==> src/rtl/sprite_pkg.sv <==
// Shared sprite ROM types and widths used by the sprite fetch path.
// Pure declarations: no latency and no flow control of its own.
package sprite_pkg;
   localparam int SPRITE_ADDR_W = 12;
   localparam int SPRITE_DATA_W = 8;
   localparam int REQ_ID_W      = 3;

   typedef logic [SPRITE_ADDR_W-1:0] sprite_addr_t;
   typedef logic [SPRITE_DATA_W-1:0] sprite_data_t;
   typedef logic [REQ_ID_W-1:0]      req_id_t;
endpackage

==> src/rtl/sprite_rom_arbiter_rr.sv <==
// Combinational round-robin pick: first requester at or after ptr, wrapping.
// Zero latency; no backpressure, an empty request vector simply yields no grant.
module rr_arbiter
   import sprite_pkg::*;
#(
   parameter int N_REQ = 4
) (
   input  logic [N_REQ-1:0]         req_i,
   input  logic [$clog2(N_REQ)-1:0] ptr_i,
   output logic [N_REQ-1:0]         gnt_o,
   output logic [$clog2(N_REQ)-1:0] id_o,
   output logic                     any_o
);
   localparam int ID_W = $clog2(N_REQ);

   logic [ID_W-1:0] idx;
   logic            found;
   int              pos;

   always_comb begin
      gnt_o = '0;
      id_o  = '0;
      found = 1'b0;
      idx   = '0;
      pos   = 0;
      for (int k = 0; k < N_REQ; k++) begin
         pos = int'(ptr_i) + k;
         if (pos >= N_REQ) begin
            pos = pos - N_REQ;
         end
         idx = ID_W'(pos);
         if (!found && req_i[idx]) begin
            found      = 1'b1;
            id_o       = idx;
            gnt_o[idx] = 1'b1;
         end
      end
      any_o = found;
   end
endmodule

==> src/rtl/sprite_rom_arbiter.sv <==
// Shares one sprite ROM: one grant per cycle, tagged response ROM_LAT+1 cycles later, no response backpressure.
// SPRITE_ARB_PLAYER_PRIO_EN gives requester 0 strict priority; others keep round-robin among 1..N_REQ-1.
module sprite_rom_arbiter
   import sprite_pkg::*;
#(
   parameter int N_REQ   = 4,
   parameter int ADDR_W  = SPRITE_ADDR_W,
   parameter int DATA_W  = SPRITE_DATA_W,
   parameter int ROM_LAT = 2
) (
   input  logic                      clk_i,
   input  logic                      reset_i,
   input  logic [N_REQ-1:0]          req_i,
   input  logic [N_REQ*ADDR_W-1:0]   req_addr_i,
   output logic [N_REQ-1:0]          gnt_o,
   output logic [ADDR_W-1:0]         rom_addr_o,
   input  logic [DATA_W-1:0]         rom_data_i,
   output logic                      rsp_valid_o,
   output logic [$clog2(N_REQ)-1:0]  rsp_id_o,
   output logic [DATA_W-1:0]         rsp_data_o
);
   localparam int              ID_W    = $clog2(N_REQ);
   localparam logic [ID_W-1:0] LAST_ID = ID_W'(N_REQ - 1);
`ifdef SPRITE_ARB_PLAYER_PRIO_EN
   localparam logic [ID_W-1:0] PTR_FIRST = ID_W'(1);
`else
   localparam logic [ID_W-1:0] PTR_FIRST = '0;
`endif

   logic [ID_W-1:0]              ptr_q, ptr_d;
   logic [ADDR_W-1:0]            rom_addr_q, rom_addr_d;
   logic [ROM_LAT:0]             vld_q, vld_d;
   logic [ROM_LAT:0][ID_W-1:0]   id_q, id_d;

   logic [N_REQ-1:0] rr_req, rr_gnt, gnt;
   logic [ID_W-1:0]  rr_id, win_id;
   logic             rr_any, rr_owns_grant;

`ifdef SPRITE_ARB_PLAYER_PRIO_EN
   // The player never enters the rotation; it wins outright below.
   assign rr_req = req_i & ~N_REQ'(1);
`else
   assign rr_req = req_i;
`endif

   rr_arbiter #(
      .N_REQ (N_REQ)
   ) u_rr (
      .req_i (rr_req),
      .ptr_i (ptr_q),
      .gnt_o (rr_gnt),
      .id_o  (rr_id),
      .any_o (rr_any)
   );

   always_comb begin
      gnt           = rr_gnt;
      win_id        = rr_id;
      rr_owns_grant = rr_any;
`ifdef SPRITE_ARB_PLAYER_PRIO_EN
      if (req_i[0]) begin
         gnt           = N_REQ'(1);
         win_id        = '0;
         rr_owns_grant = 1'b0;
      end
`endif
      if (reset_i) begin
         gnt           = '0;
         rr_owns_grant = 1'b0;
      end
   end

   always_comb begin
      ptr_d      = ptr_q;
      rom_addr_d = rom_addr_q;
      if (rr_owns_grant) begin
         ptr_d = (rr_id == LAST_ID) ? PTR_FIRST : rr_id + ID_W'(1);
      end
      if (|gnt) begin
         rom_addr_d = req_addr_i[win_id*ADDR_W +: ADDR_W];
      end
      // Stage 0 is the grant cycle's tag; stage ROM_LAT lines up with rom_data.
      vld_d = {vld_q[ROM_LAT-1:0], |gnt};
      id_d  = {id_q[ROM_LAT-1:0], win_id};
   end

   always_ff @(posedge clk_i) begin
      if (reset_i) begin
         ptr_q      <= PTR_FIRST;
         rom_addr_q <= '0;
         vld_q      <= '0;
         id_q       <= '0;
      end else begin
         ptr_q      <= ptr_d;
         rom_addr_q <= rom_addr_d;
         vld_q      <= vld_d;
         id_q       <= id_d;
      end
   end

   assign gnt_o       = gnt;
   assign rom_addr_o  = rom_addr_q;
   assign rsp_valid_o = vld_q[ROM_LAT];
   assign rsp_id_o    = id_q[ROM_LAT];
   assign rsp_data_o  = rom_data_i;
endmodule

==> config.mk <==
export PLATFORM = sky130hd
export DESIGN_NAME = sprite_rom_arbiter
export DESIGN_NICKNAME = d
export VERILOG_FILES = /design/src/rtl/sprite_pkg.sv /design/src/rtl/sprite_rom_arbiter_rr.sv /design/src/rtl/sprite_rom_arbiter.sv
export SDC_FILE = /design/constraint.sdc
export NUM_CORES = 1
export LEC_CHECK = 0
export CORE_ASPECT_RATIO = 0.8
export CORE_MARGIN = 8
export CORE_UTILIZATION = 45
export CTS_CLUSTER_DIAMETER = 80
export DETAILED_ROUTE_END_ITERATION = 7
export DONT_BUFFER_PORTS = 1
export GPL_ROUTABILITY_DRIVEN = 0
export SLEW_MARGIN = 40
export SYNTH_ARGS = -nofsm -noshare
export SYNTH_HDL_FRONTEND = slang
export SYNTH_SLANG_ARGS = --single-unit
==> constraint.sdc <==
create_clock -name clk_i -period 5.9 [get_ports clk_i]
set_clock_uncertainty 0.05 [all_clocks]
set_input_delay 1.18 -clock clk_i [delete_from_list [all_inputs] [get_ports clk_i]]
set_output_delay 1.18 -clock clk_i [all_outputs]
set_load 0.02 [all_outputs]
==> out/results.txt, run 1 <==
Core Rows: 19
Critical R2R Launch: ptr_q[0]$_SDFFE_PP0P_
WL final: 3790 um
vias in the first global route: 1160
Least-Margin Pin Slew: 687 ps
effective utilization at floorplan: 47.5%
initial antenna violation count: 0
post_cts resized: 0
Post-synth ARST share: 0%
CTS Buf Count: 3
Vias per Instance: 6.49
slowest CP cell: dfxtp_1
Post-CTS Setup Bufs: 0
area of the core: 3470 sq um
setup violators final: 0
Setup Crit Path Kind: register to output port
gr ovfl total: 0
clk slew on worst S/H paths: 80 ps
post-synth top area cell: dfxtp_1
RSZ-0062 raised after global routing: false
slew margin rel.: 54.1%
maxcap violations: 0
Syn Std Cell Area: 1650 sq um
status: finished, final reports clean
largest net degree at the start of global routing: 18
CTS sink cnt: 23
Global Route Usage Sum: 12.3%
overall die area: 5870 sq um
PwrDens: 584 nW/um^2
Ant. Diodes: 0
Die Y: 70.1 um
number of synthesized register bits: 23
Tmin final: 4500 ps
Hold Path Sink: id_d[4]$_SDFF_PP0_
sequential share of the synthesized area: 27.9%
R2R depth: 8
Die X: 83.7 um
clk buf depth: 2
DP HPWL: 2990 um
routed len/inst: 22.4 um
Power, Total: 949 uW
Area Growth Syn to Fin: -1.44%
top post-synthesis cells by area: dfxtp_1 (28%), mux4_1 (14%), mux4_2 (9.6%), a22o_1 (6.4%), ha_1 (6.1%)
slowest cell delay on critical path: 720 ps
Cell Chain, Critical Path: inv_1 > ha_1 > mux4_2 > nor4b_4 > nand2_1 > a21oi_1
Arr. time, crit path: 3270 ps
number of flops mapped to enable cells by yosys: 0
Final Cell Area: 1630 sq um
DRT iter0 DRCs: 66
post-synth top area share: 27.9%
Hold Buf Count CTS: 0
WP buf/inv: 1
met2 Track Usage GR: 20.8%
f_max: 0.222 GHz
r2r endpoint: rom_addr_o[7]$_SDFFE_PP0P_
HP Start: id_d[2]$_SDFF_PP0_
worst vdd ir: 0.226 mV
final hold violations: 0
share of cells above drive strength 1: 17.3%
Worst-Skew Late Latency: 250 ps
Port Buffers: 0
M3 GR Usage: 5.79%
CP top delay family: flip-flops
Critical Path Source Type: register
IO Pins: 89
routed vias: 1096
syn_nets: 209
router iterations before antenna repair: 4
DP Area: 1580 sq um
fin util: 46.8%
Slew Limit Fails: 0
HP Class: register to register
Yosys Warn Count: 0
Main synth FF type: dfxtp_1
Mapped Cells: 139
final hold slack: 387 ps
r2r setup slk: 2030 ps
Leak: 0.000642 uW
NumNets Final: 198
gr busiest metal: met2
CTS H-tree depth: 1
global-route wire length before repair: 6020 um
CP endpoint kind: output port
Setup TNS Final: 0 ps
syn avg cell area: 11.9 sq um
DRC: 0
final period utilization: 76.2%
hold depth: 1
CTS tree: done
Distinct cells, synth: 39
Clock Root Buffer: clkbuf_8
worst-path fanout max: 15
post-route ant nets: 0
GR Layer Usage met1: 13.6%
Req. time, crit path: 4670 ps
[cell families after synthesis]
| family | synth area share [%] |
|---|---|
| AO/OA/AOI/OAI | 17.9 |
| XOR/XNOR | 1.06 |
| adder cells (fa/ha/maj) | 6.07 |
| buffers and inverters | 9.71 |
| flip-flops | 27.9 |
| multiplexers | 25.8 |
| AND/OR/NAND/NOR | 11.5 |
[metal layers]
layer / vias up / routed length, um
met3: 8 / 397
met5: - / 0
met2: 58 / 1800
met1: 526 / 1550
li1: 504 / -
met4: 0 / 38
[worst register-to-register path: cells and delay by family (launching register included)]
kind | cells | cell delay (ps)
flip-flops | 1 | 720
multiplexers | 2 | 1050
AND/OR/NAND/NOR | 2 | 380
buffers and inverters | 1 | 270
adder cells (fa/ha/maj) | 1 | 510
AO/OA/AOI/OAI | 2 | 780
[state kept, by name (all words and copies together) (netlist names)]
name,cells
rsp_id_o,2
id_d,4
rom_addr_o,12
vld_q,3
ptr_q,2
[synthesized netlist by cell type (all sizes together), types with 2 or more instances]
| cell | count |
|---|---|
| mux4 | 16 |
| buf | 15 |
| dfxtp | 23 |
| nor3b | 3 |
| mux2i | 2 |
| o21ai | 2 |
| a21o | 5 |
| a22o | 12 |
| nor2b | 7 |
| nor3 | 2 |
| ha | 8 |
| xnor2 | 2 |
| o22ai | 4 |
| inv | 8 |
| nand2 | 7 |
| a21oi | 4 |
| nor2 | 4 |
[cells in the final DEF (no fill, tap or decap), types with 2 or more instances in the layout]
| master | instances |
|---|---|
| mux2i_1 | 2 |
| mux4_1 | 9 |
| nand2_1 | 7 |
| mux4_2 | 7 |
| a22o_1 | 12 |
| xnor2_1 | 2 |
| clkbuf_8 | 3 |
| a21o_2 | 3 |
| a21oi_1 | 4 |
| dfxtp_1 | 23 |
| ha_1 | 8 |
| a21o_1 | 2 |
| o22ai_1 | 2 |
| nor2_1 | 4 |
| nor2b_1 | 7 |
| nor3_1 | 2 |
| nor3b_1 | 3 |
| inv_1 | 8 |
[final cells by class]
cell class / instances / area [sq um]
tap: 42 / 52.6
sequential: 23 / 460
clock buffer: 4 / 45.0
multi-input combinational: 92 / 1040
fill: 318 / 1850
inverter: 8 / 30.0
[stage by stage]
step,instances,worst slack (ps)
6_report,169,1400
5_1_grt,169,1150
4_1_cts,169,1380
3_5_place_dp,165,1680
3_3_place_gp,165,1880
2_1_floorplan,139,1980
[report_power, final]
part           internal (uW)  total, uW  switching [uW]
Clock                   48.0       93.6            45.6
Combinational            281        557             276
Sequential               210        299            89.2
Total                    539        949             410
[worst max path at each step]
stage	from	to	slack, ps	cells past startpoint
2_1_floorplan	req_i[2]	gnt_o[0]	1980	5
3_3_place_gp	ptr_q[0]$_SDFFE_PP0P_	gnt_o[2]	1880	6
3_5_place_dp	ptr_q[0]$_SDFFE_PP0P_	gnt_o[2]	1680	6
4_1_cts	ptr_q[0]$_SDFFE_PP0P_	gnt_o[2]	1380	6
5_1_grt	ptr_q[0]$_SDFFE_PP0P_	gnt_o[3]	1150	6
6_report	ptr_q[0]$_SDFFE_PP0P_	gnt_o[2]	1400	6
(Power assumes the default switching activity.)
==> run 2, diff against run 1 <==
==> constraint.sdc (replaced) <==
create_clock -name clk_i -period 4.3 [get_ports clk_i]
set_clock_uncertainty 0.05 [all_clocks]
set_input_delay 0.86 -clock clk_i [delete_from_list [all_inputs] [get_ports clk_i]]
set_output_delay 0.86 -clock clk_i [all_outputs]
set_load 0.02 [all_outputs]
==> run 2 against run 1 <==
Against the previous run:
- sequential share of layout area rose by 0.055 points
- non-clock buffer count did not move
- highest routed layer unchanged
- sequential power rose by 37%
- final cell count did not move
- via count fell by 2.0%
- count of clock-buffer cells in the layout did not move
- critical path type unchanged
- total power rose by 36%
- wire length fell by 4.1%
==> out/results.txt, run 2 (same netlist as run 1, synthesis figures left out) <==
initial antenna violation count: 0 (unchanged)
gr busiest metal: met2
most common cell after layout, fill and taps aside: dfxtp_1
NumNets Final: 198 (unchanged)
Arr. time, crit path: 3050 ps (-220 ps)
Critical Path Source Type: register
Global Route Usage Sum: 11.9% (-0.37 points)
global-route wire length before repair: 5970 um (-0.80%)
slowest CP cell: dfxtp_2
clock power share: 9.9% (about the same)
P_sw: 553 uW (+35%)
router iterations before antenna repair: 4 (unchanged)
IO Pins: 89 (unchanged)
CTS Buf Count: 3 (unchanged)
post-route ant nets: 0 (unchanged)
Hold Path Sink: id_d[4]$_SDFF_PP0_
R2R depth: 8 (unchanged)
share of cells above drive strength 1: 18.1% (+0.79 points)
HP Start: id_d[2]$_SDFF_PP0_
Cell Chain, Critical Path: inv_1 > ha_1 > mux4_2 > nor4b_4 > nand2_1 > a21oi_1
f_max: 0.252 GHz
M3 GR Usage: 6.84% (+1.0 points)
status: finished, final reports clean
Sw Ratio: 42.8% (-0.47 points)
Hold Buf Count CTS: 0 (unchanged)
CTS tree: done
Setup TNS Final: 0 ps (unchanged)
gr ovfl total: 0 (unchanged)
r2r endpoint: rom_addr_o[3]$_SDFFE_PP0P_
met2 Track Usage GR: 19.3% (-1.5 points)
setup violators final: 0 (unchanged)
Clock Root Buffer: clkbuf_8
final hold slack: 386 ps (-0.579 ps)
Port Buffers: 0 (unchanged)
Leak: 0.000642 uW (about the same)
Ant. Diodes: 0 (unchanged)
fin util: 46.9% (about the same)
DRC: 0 (unchanged)
CP endpoint kind: output port
Critical R2R Launch: ptr_q[0]$_SDFFE_PP0P_
final period utilization: 92.1%
DRT iter0 DRCs: 66 (unchanged)
CTS sink cnt: 23 (unchanged)
worst-path fanout max: 15 (unchanged)
Die X: 83.7 um (unchanged)
Req. time, crit path: 3390 ps (-1280 ps)
PnR worst setup slack: 339 ps (-1060 ps)
final hold violations: 0 (unchanged)
Die Y: 70.1 um (unchanged)
Area Growth Syn to Fin: -1.37% (about the same)
Setup Crit Path Kind: register to output port
Non-Filler Instances: 169 (unchanged)
Vias per Instance: 6.36 (-2.0%)
Core Rows: 19 (unchanged)
Post-CTS Setup Bufs: 0 (unchanged)
WL final: 3630 um (-4.1%)
CTS H-tree depth: 1 (unchanged)
placed insts: 165 (unchanged)
Worst-Skew Late Latency: 260 ps (about the same)
r2r setup slk: 720 ps (-1310 ps)
Least-Margin Pin Slew: 676 ps (-10.4 ps)
hold depth: 1 (unchanged)
Slew Limit Fails: 0 (unchanged)
HP Class: register to register
slew margin rel.: 54.8% (+0.69 points)
Cell Int Power: 740 uW (+37%)
effective utilization at floorplan: 47.5% (unchanged)
largest net degree at the start of global routing: 18 (unchanged)
clk buf depth: 2 (unchanged)
area of the core: 3470 sq um (unchanged)
routed vias: 1074 (-2.0%)
Setup WS pre-CTS: 414 ps (-1260 ps)
slowest cell delay on critical path: 530 ps (-190 ps)
most frequent cells in the layout: dfxtp_1 (22), a22o_1 (12), mux4_1 (9)
maxcap violations: 0 (unchanged)
Gate power share: 58.5% (about the same)
GR Layer Usage met1: 13.0% (-0.63 points)
routed len/inst: 21.5 um (-4.1%)
Tmin final: 3960 ps
clk slew on worst S/H paths: 80 ps (about the same)
worst vdd ir: 0.291 mV (+29%)
Sequential Power Share: 31.7% (+0.2 points)
overall die area: 5870 sq um (unchanged)
max FFs per register: 12 (unchanged)
vias in the first global route: 1234 (+6.4%)
RSZ-0062 raised after global routing: false
DP HPWL: 2870 um (-4.0%)
PwrDens: 795 nW/um^2 (+36%)
## run 2: layout make-up
| class | count | area (sq um) |
|---|---|---|
| inverters | 8 | 30.0 |
| well taps | 42 | 52.6 |
| fillers | 304 | 1840 |
| flip-flops and latches | 23 | 462 |
| multi-input cells | 92 | 1040 |
| clock buffers | 4 | 45.0 |
## run 2: critical path, delay by kind of cell (launching register included)
| family | cells | cell delay, ps |
|---|---|---|
| simple gates | 2 | 610 |
| flops | 1 | 530 |
| fa+ha+maj | 1 | 490 |
| mux | 1 | 490 |
| compound gates | 1 | 460 |
| buf+inv | 1 | 190 |
## run 2: how the worst max path moves through the flow
stage	start	end	slack, ps	cells after the start
after floorplan	ptr_q[0]$_SDFFE_PP0P_	gnt_o[0]	910	9
after detailed placement	ptr_q[0]$_SDFFE_PP0P_	gnt_o[2]	410	6
after global placement	ptr_q[0]$_SDFFE_PP0P_	gnt_o[2]	520	6
after CTS	ptr_q[0]$_SDFFE_PP0P_	gnt_o[2]	110	6
after global routing	ptr_q[0]$_SDFFE_PP0P_	gnt_o[0]	160	6
final	ptr_q[0]$_SDFFE_PP0P_	gnt_o[2]	340	6
## run 2: routing by layer
layer	vias up	part of all wire, %
li1	510	-
met1	495	40
met2	61	46
met3	8	13
met4	0	0.85
met5	-	0
## run 2: timing repair
action                                  CTS  global route
endpoints found under the setup margin    0             4
resized for setup                         0             1
endpoints found under the hold margin     0             0
## run 2: metrics by stage
stage | instance area [sq um] | total power, uW
2_1_floorplan | 1650 | 1100
6_report | 1630 | 1290
4_1_cts | 1630 | 1310
5_1_grt | 1630 | 1390
3_3_place_gp | 1570 | 1140
3_5_place_dp | 1580 | 1170
## run 2: power groups by stage
stage,logic [uW],clock network (uW),registers [uW]
finish,756,128,409
global route,826,141,423
CTS,761,134,411
detailed placement,758,0,416
global placement,723,0,415
floorplan,718,0,386
==> run 3, diff against run 2 <==
--- a/config.mk
+++ b/config.mk
@@ -7,12 +7,12 @@
 export LEC_CHECK = 0
 export CORE_ASPECT_RATIO = 0.8
 export CORE_MARGIN = 8
-export CORE_UTILIZATION = 45
+export CORE_UTILIZATION = 39
 export CTS_CLUSTER_DIAMETER = 80
 export DETAILED_ROUTE_END_ITERATION = 7
-export DONT_BUFFER_PORTS = 1
 export GPL_ROUTABILITY_DRIVEN = 0
-export SLEW_MARGIN = 40
+export PLACE_DENSITY = 0.81
+export SLEW_MARGIN = 30
 export SYNTH_ARGS = -nofsm -noshare
 export SYNTH_HDL_FRONTEND = slang
 export SYNTH_SLANG_ARGS = --single-unit
==> run 3 against run 2 <==
Against the previous run:
- sequential power decreased by 22%
- total power increased by 19%
- register-to-register slack improved by 360 ps
- final cell count increased by 56%
- non-clock buffer count increased by 79
- die area increased by 12%
- cell area increased by 51%
- critical path type is now input port to output port
==> out/results.txt, run 3 (same netlist as run 1, synthesis figures left out) <==
Slew Limit Fails: 0 (unchanged)
Setup Crit Path Kind: input port to output port
Least-Margin Pin Slew: 784 ps (+107 ps)
PwrDens: 628 nW/um^2 (-21%)
Arr. time, crit path: 3260 ps (+210 ps)
Tmin final: 4170 ps (+213 ps)
Critical Path Source Type: input port
Die X: 88.7 um (+6.0%)
end point of the critical path: gnt_o[1]
Sequential Area: 460 sq um (-0.27%)
Vias per Instance: 5.16 (-19%)
HP Start: id_d[4]$_SDFF_PP0_
R2R depth: 9 (+1)
largest net degree at the start of global routing: 15 (-3)
post-route ant nets: 0 (unchanged)
r2r setup slk: 1080 ps (+360 ps)
CTS Buf Count: 3 (unchanged)
setup violators final: 0 (unchanged)
Cell Chain, Critical Path: clkdlybuf4s50_1 > mux4_2 > nor4b_4 > nand2_1 > a21oi_1 > clkdlybuf4s50_1
critical path depth in cells: 6 (unchanged)
Multi-input gate area: 1060 sq um (+2.5%)
status: finished, final reports clean
final hold slack: 388 ps (+1.65 ps)
DRC: 0 (unchanged)
clk slew on worst S/H paths: 80 ps (about the same)
final period utilization: 97.1% (+4.9 points)
WP buf/inv: 2 (+1)
worst-path fanout max: 7 (-8)
area of the core: 4130 sq um (+19%)
Ant. Diodes: 0 (unchanged)
most used cell, CP: clkdlybuf4s50_1
CTS tree: done
routed len/inst: 17.7 um (-18%)
slowest CP cell: clkdlybuf4s50_1
critical path launch point: req_i[3]
gr ovfl total: 0 (unchanged)
effective utilization at floorplan: 40.0% (-7.5 points)
IO Pins: 89 (unchanged)
RSZ-0062 raised after global routing: false
clk buf depth: 2 (unchanged)
slew margin rel.: 47.7% (-7.2 points)
router iterations before antenna repair: 4 (unchanged)
CTS sink cnt: 23 (unchanged)
maxcap violations: 0 (unchanged)
Die Y: 74.2 um (+5.7%)
Req. time, crit path: 3390 ps (about the same)
most frequent cells in the layout: clkdlybuf4s50_1 (70), dfxtp_1 (23), a22o_1 (12)
CTS H-tree depth: 1 (unchanged)
WL final: 4670 um (+29%)
DP HPWL: 3640 um (+27%)
DRT iter0 DRCs: 90 (+36%)
Worst-Skew Late Latency: 250 ps (about the same)
CP endpoint kind: output port
NumNets Final: 278 (+40%)
f_max: 0.240 GHz (-5.1%)
Global Route Usage Sum: 13.5% (+1.6 points)
Clock Root Buffer: clkbuf_8
final hold violations: 0 (unchanged)
Leak: 0.000983 uW (+53%)
max FFs per register: 12 (unchanged)
worst vdd ir: 0.288 mV (-1.1%)
vias in the first global route: 1380 (+12%)
Filler cells: 342 (+13%)
share of cells above drive strength 1: 14.5% (-3.6 points)
initial antenna violation count: 0 (unchanged)
overall die area: 6580 sq um (+12%)
Port Buffers: 72 (+72)
HP Class: register to register
Setup TNS Final: 0 ps (unchanged)
Core Rows: 21 (+2)
Critical R2R Launch: ptr_q[0]$_SDFFE_PP0P_
global-route wire length before repair: 6990 um (+17%)
slowest cell delay on critical path: 630 ps (+100 ps)
r2r endpoint: rom_addr_o[3]$_SDFFE_PP0P_
CP top delay family: buffers and inverters
Area Growth Syn to Fin: 48.6%
most common cell after layout, fill and taps aside: clkdlybuf4s50_1
routed vias: 1362 (+27%)
-- run 3: area by class of cell --
class	count	area share [%]
tap	57	2.91
sequential	23	18.8
clock inverter	1	0.204
inverter	8	1.23
multi-input combinational	93	43.4
timing repair buffer	79	31.8
clock buffer	3	1.69
-- run 3: worst register-to-register path, cell delays in order, from the launching register on --
cell and delay, ps:
dfxtp_1 330, inv_1 120, ha_1 510, mux4_2 450, buf_4 180, a21o_2 210, o22ai_2 160, nand2_1 130
nor4bb_4 750, a22o_1 260
-- run 3: repair_timing --
item	4_1_cts	5_1_grt
setup endpoints to repair	0	4
gates resized for setup	0	2
buffers inserted	0	1
hold buffers	0	0
-- run 3: layer usage --
metal | share of wire, % | global-route usage, % | up-vias
met4 | 0.043 | 1.50 | 0
met5 | 0 | 0 | -
met2 | 50 | 23.0 | 29
li1 | - | - | 667
met3 | 3.6 | 3.20 | 2
met1 | 46 | 17.4 | 664
-- run 3: power breakdown --
| group | leakage, uW | internal (uW) | switching [uW] |
|---|---|---|---|
| Combinational | 0.000767 | 565 | 526 |
| Sequential | 0.000191 | 288 | 32.0 |
| Clock | 0.0000255 | 64.5 | 63.5 |
-- run 3: stage by stage --
step / worst slack [ps] / std cells / total power, uW / cell area, sq um / utilization, %
floorplan: 911 / 139 / 1100 / 1650 / -
global placement: 135 / 258 / 1350 / 2360 / 57.1
detailed placement: 54.2 / 258 / 1390 / 2360 / 57.3
CTS: 48.0 / 262 / 1520 / 2410 / 58.4
global route: 1.52 / 264 / 1630 / 2450 / 59.4
finish: 127 / 264 / 1540 / 2450 / 59.4
-- run 3: worst min-delay path by stage --
stage          slack (ps)                      to  cells past startpoint
2_1_floorplan         360      id_d[4]$_SDFF_PP0_                      1
3_3_place_gp          370     vld_q[2]$_SDFF_PP0_                      1
3_5_place_dp          370  rsp_id_o[0]$_SDFF_PP0_                      1
4_1_cts               390  rsp_id_o[0]$_SDFF_PP0_                      1
5_1_grt               410  rsp_id_o[1]$_SDFF_PP0_                      1
6_report              390  rsp_id_o[0]$_SDFF_PP0_                      1
